===== config.mk =====
export PLATFORM = sky130hd
export DESIGN_NAME = rr_arbiter
export DESIGN_NICKNAME = d
export VERILOG_FILES = /design/src/rtl/arb_pkg.sv /design/src/rtl/rr_pick.sv /design/src/rtl/rr_arbiter.sv
export SDC_FILE = /design/constraint.sdc
export NUM_CORES = 1
export LEC_CHECK = 0
export BUFFER_PORTS_ARGS = -buffer_cell sky130_fd_sc_hd__buf_4
export CAP_MARGIN = 5
export CORE_ASPECT_RATIO = 0.8
export CORE_MARGIN = 2
export CORE_UTILIZATION = 30
export CTS_BUF_LIST = sky130_fd_sc_hd__clkbuf_8 sky130_fd_sc_hd__clkbuf_16
export DETAILED_ROUTE_END_ITERATION = 7
export PLACE_DENSITY_LB_ADDON = 0.05
export REMOVE_ABC_BUFFERS = 1
export SLEW_MARGIN = 20
export SYNTH_ARGS = -nofsm -noshare
export SYNTH_HDL_FRONTEND = slang
export SYNTH_SLANG_ARGS = --single-unit

===== constraint.sdc =====
create_clock -name clock -period 5.2 [get_ports clock]
set_clock_uncertainty 0.15 [all_clocks]
set_input_delay 0.52 -clock clock [delete_from_list [all_inputs] [get_ports clock]]
set_output_delay 0.52 -clock clock [all_outputs]
set_load 0.02 [all_outputs]

===== src/rtl/arb_pkg.sv =====
// Shared types and constants for the round-robin arbiter.
package arb_pkg;

  typedef enum logic [1:0] {
    IDLE = 2'b00,
    BUSY = 2'b01
  } arb_state_t;

  localparam int TIMEOUT_DEFAULT = 16;

endpackage


===== src/rtl/rr_pick.sv =====
// Combinational rotating-priority picker: first set bit of req scanning ptr, ptr+1, ... with wrap.
module rr_pick #(
  parameter int N = 2
) (
  input  logic [2**N-1:0] req,
  input  logic [N-1:0]    ptr,
  output logic            found,
  output logic [2**N-1:0] winner,
  output logic [N-1:0]    winner_idx
);

  localparam int R = 2**N;

  logic [2*R-1:0] req_dbl;
  logic [R-1:0]   req_rot;
  logic [N-1:0]   enc;

  assign req_dbl = {req, req} >> ptr;
  assign req_rot = req_dbl[R-1:0];

  // Lowest set bit of the rotated vector is the highest-priority requester.
  always_comb begin
    enc = '0;
    for (int i = R - 1; i >= 0; i--) begin
      if (req_rot[i]) enc = N'(i);
    end
  end

  assign found      = |req;
  assign winner_idx = enc + ptr;
  assign winner     = found ? (R'(1) << winner_idx) : '0;

endmodule


===== src/rtl/rr_arbiter.sv =====
// Round-robin arbiter over 2**N requesters with registered one-hot grant and binary grant_id.
// Define ARB_TIMEOUT_EN to force a release after TIMEOUT busy cycles and pulse timeout.
module rr_arbiter
  import arb_pkg::*;
#(
  parameter int N       = 2,
  parameter int TIMEOUT = TIMEOUT_DEFAULT
) (
  input  logic            clock,
  input  logic            reset_n,
  input  logic [2**N-1:0] req,
  input  logic            done,
  output logic [2**N-1:0] grant,
  output logic [N-1:0]    grant_id,
  output logic            grant_valid,
  output logic            timeout,
  output arb_state_t      state
);

  localparam int R = 2**N;

  if (TIMEOUT < 2 || TIMEOUT > 255) begin : g_bad_timeout
    $error("rr_arbiter: TIMEOUT must be in 2..255");
  end

  // valid/ready: a requester holds req[i] high until it is done; grant_valid marks
  // ownership, and ownership ends on done or when the owner drops its req bit.
  arb_state_t     state_q, state_d;
  logic [N-1:0]   ptr_q, ptr_d;
  logic [R-1:0]   grant_d;
  logic [N-1:0]   id_d;
  logic           valid_d;
  logic           pick_found;
  logic [R-1:0]   pick_onehot;
  logic [N-1:0]   pick_idx;
  logic           release_norm;
  logic           release_force;
  logic           hold_expired;

  rr_pick #(.N(N)) u_pick (
    .req        (req),
    .ptr        (ptr_q),
    .found      (pick_found),
    .winner     (pick_onehot),
    .winner_idx (pick_idx)
  );

  assign state         = state_q;
  assign release_norm  = (state_q == BUSY) && (done || !req[grant_id]);
  assign release_force = (state_q == BUSY) && !release_norm && hold_expired;

  always_comb begin
    state_d = state_q;
    ptr_d   = ptr_q;
    grant_d = grant;
    id_d    = grant_id;
    valid_d = grant_valid;
    case (state_q)
      IDLE: begin
        if (pick_found) begin
          state_d = BUSY;
          grant_d = pick_onehot;
          id_d    = pick_idx;
          valid_d = 1'b1;
        end else begin
          grant_d = '0;
          id_d    = '0;
          valid_d = 1'b0;
        end
      end
      BUSY: begin
        if (release_norm || release_force) begin
          state_d = IDLE;
          grant_d = '0;
          id_d    = '0;
          valid_d = 1'b0;
          ptr_d   = grant_id + 1'b1;
        end
      end
      default: begin
        state_d = IDLE;
        grant_d = '0;
        id_d    = '0;
        valid_d = 1'b0;
      end
    endcase
  end

  always_ff @(posedge clock or negedge reset_n) begin
    if (!reset_n) begin
      state_q     <= IDLE;
      ptr_q       <= '0;
      grant       <= '0;
      grant_id    <= '0;
      grant_valid <= 1'b0;
    end else begin
      state_q     <= state_d;
      ptr_q       <= ptr_d;
      grant       <= grant_d;
      grant_id    <= id_d;
      grant_valid <= valid_d;
    end
  end

`ifdef ARB_TIMEOUT_EN
  logic [7:0] cnt_q, cnt_d;
  logic       timeout_q;

  assign hold_expired = (cnt_q == 8'(TIMEOUT - 1));
  assign timeout      = timeout_q;

  // Counter is held at zero in IDLE so it starts from zero on the first BUSY cycle.
  always_comb begin
    cnt_d = '0;
    if (state_q == BUSY) cnt_d = cnt_q + 8'd1;
  end

  always_ff @(posedge clock or negedge reset_n) begin
    if (!reset_n) begin
      cnt_q     <= '0;
      timeout_q <= 1'b0;
    end else begin
      cnt_q     <= cnt_d;
      timeout_q <= release_force;
    end
  end
`else
  assign hold_expired = 1'b0;
  assign timeout      = 1'b0;
`endif

endmodule


==> impl_metrics.py <==
metrics = {
    "sta": {
        "layout_setup_ws_ps": 2980,
        "worst_pin_slew_ps": 557,
        "post-route-period-util_pct": 42.6,
        "min_period_ps": 2220,
        "slew_headroom_pct": 62.5,
        "setup_viol": 0,
        "rsz0062_at_grt": "false",
        "fin_tns_setup_ps": 0,
        "max_clock_freq_mhz": 451,
        "finalMaxSlewViolations": 0,
        "hold_viol": 0,
    },
    "routing": {
        "num_vias": 558,
        "dr.pass1.iters": 4,
        "final_antenna_net_count": 0,
        "drc": 0,
        "wl_per_cell_um": 12.5,
        "drt_iter0_markers": 6,
        "totalWireLength_um": 1410,
        "viasPerCell": 4.94,
    },
    "place": {
        "pre_cts_ws_ps": 2770,
        "hpwl_um": 1070,
        "gp_congestion": 0.783,
        "port_buffers": 14,
    },
    "clock_network": {
        "cts.sinks": 10,
        "worstSkewPairLatency_ps": 230,
        "cts-root-buf": "clkbuf_8",
        "cts_tree": "built",
        "htree_num_levels": 1,
        "clk_pin_slew_ps": 50,
        "cts_resized": 0,
        "clock_path_buffers": 2,
        "postCtsSetupRepairBufs": 0,
        "numCtsBuffers": 3,
    },
    "synth": {
        "syn_area_per_cell_um2": 9.03,
        "synth.distinct_cells": 32,
        "yosysMostFrequentCell": "nand2_1",
        "synthArstFlopShare_pct": 100,
        "netlist.top_cell.by_area": "dfrtp_1",
        "yosys_most_used_dff": "dfrtp_1",
        "synth_common_cells": "nand2_1, dfrtp_1, o31ai_1",
        "ys_seq_area_share_pct": 38.0,
        "synthCells": 73,
        "synth-seq-cells": 10,
        "yosys.area.top_type_share_pct": 38.0,
        "yosysWarningCount": 0,
        "synth_edf_count": 0,
        "syn_area_um2": 659,
        "synthTopCellsByArea": "dfrtp_1, nand2_1, o31ai_1",
    },
    "pwr": {
        "p_leak_nw": 0.362,
        "p_int_w": 0.000276,
        "ir_worst_vdd_mv": 0.224,
        "p_comb_share_pct": 47.4,
        "powerDensity_nw_per_um2": 563,
        "power_frac_seq_pct": 31.6,
        "p_sw_w": 0.000187,
        "clkPwrFrac_pct": 21.0,
        "swShare_pct": 40.5,
    },
    "finish": {
        "diodes": 0,
        "drive_above_1_share_pct": 22.7,
        "fin_nets": 97,
        "area_growth_pct": 24.7,
    },
    "floorplanning": {
        "start_util_pct": 31.1,
        "die_area_um2": 2590,
        "rows": 15,
        "die_y_um": 45.9,
        "fp.dieW_um": 56.4,
        "ios": 17,
        "core_um2": 2120,
    },
    "worst_setup_path": {
        "crit_arrival_ps": 2170,
        "startpoint_type": "flop",
        "required_ps": 5150,
        "crit_type": "reg2reg",
        "reg2reg_slack_ps": 2980,
        "crit_fanout": 8,
        "cp-end-kind": "flop",
    },
    "global_routing": {
        "grt_pass1_wl_um": 2330,
        "grt_pass1_vias": 485,
        "grt_util_all_layers_pct": 12.3,
        "antenna_found_initial": 0,
        "grt-ovfl-total": 0,
        "grt_max_degree": 11,
    },
    "outcome": {
        "status": "finished clean",
    },
    "worst_hold_path": {
        "hold_path.class": "reg2reg",
    },
    "job": {
        "maxCapViolations": 0,
    },
}
-- final cells by class --
class / count / area, um^2
multi-input combinational: 56 / 359
timing repair buffer: 15 / 115
fill: 218 / 1300
clock buffer: 4 / 55.1
tap: 25 / 31.3
sequential: 10 / 250
inverter: 3 / 11.3
-- worst max-delay path, cell delays in order (launching register included) --
cell	delay [ps]
dfrtp_1	490
nand2_1	110
a2bb2oi_1	150
o221ai_1	120
o21a_1	130
ha_1	180
xor2_1	170
nor4_1	450
o31ai_1	130
-- power by group through the flow --
stage               Combinational (W)  Clock [W]  Sequential [W]
global route                 0.000244   0.000105        0.000154
detailed placement           0.000221          0        0.000148
global placement             0.000223          0        0.000149
finish                       0.000220  0.0000970        0.000146
CTS                          0.000223   0.000101        0.000146
floorplan                    0.000127          0        0.000166
-- flip-flops by register name (all words and copies together), names as in the netlist --
| name | cells |
|---|---|
| grant_valid | 1 |
| state | 1 |
| ptr_q | 2 |
| grant_id | 2 |
| grant | 4 |
-- worst paths after layout --
| check | from | to | cells past startpoint |
|---|---|---|---|
| max | ptr_q[1] | grant[2] | 8 |
| min | grant[0] | grant[0] | 2 |
| max reg2reg | ptr_q[1] | grant[2] | 8 |
| min reg2reg | grant[0] | grant[0] | 2 |
| max in group asynchronous | reset_n | ptr_q[0] | 2 |
| min in group asynchronous | reset_n | grant[1] | 2 |
-- repair_timing --
item                                   CTS  global route
hold buffers                             1             0
setup endpoints to repair                0             0
endpoints found under the hold margin   10             0
-- per-layer routing --
metal / up-vias / routed length, um / part of all wire (%) / GRT usage, %
met3: 0 / 68 / 4.8 / 5.11
met1: 257 / 763 / 54 / 17.6
met5: - / 0 / 0 / 0
met2: 11 / 579 / 41 / 16.9
met4: 0 / 0 / 0 / 2.86
li1: 290 / - / - / -
-- layout by cell type (no fill, tap or decap), types with 3 or more instances in the layout --
cell type	n
o21a_1	3
o31ai_1	5
clkbuf_8	4
dfrtp_1	10
nor2b_1	3
nor2_1	3
buf_4	14
a21oi_1	3
inv_1	3
nand2_1	12
-- cell families (layout without fill, tap and decap cells) --
kind of cell	count (synthesis)	in the layout	synth area share, %
flops	10	10	38.0
simple gates	30	30	23.9
compound gates	19	19	19.9
fa+ha+maj	1	1	1.90
other cells	1	2	0.569
xor+xnor	2	2	2.66
mux	2	2	4.93
buf+inv	8	22	8.16
-- through the flow --
step                total power (W)  instances  utilization (%)  hold WS [ps]  instance area (um^2)
floorplan                  0.000293         69                -          74.4                   621
global placement           0.000373        108             35.7           208                   757
detailed placement         0.000370        108             35.7           209                   757
CTS                        0.000470        113             38.8           334                   822
global route               0.000503        113             38.8           350                   822
finish                     0.000463        113             38.8           330                   822
(Power assumes the default switching activity.)
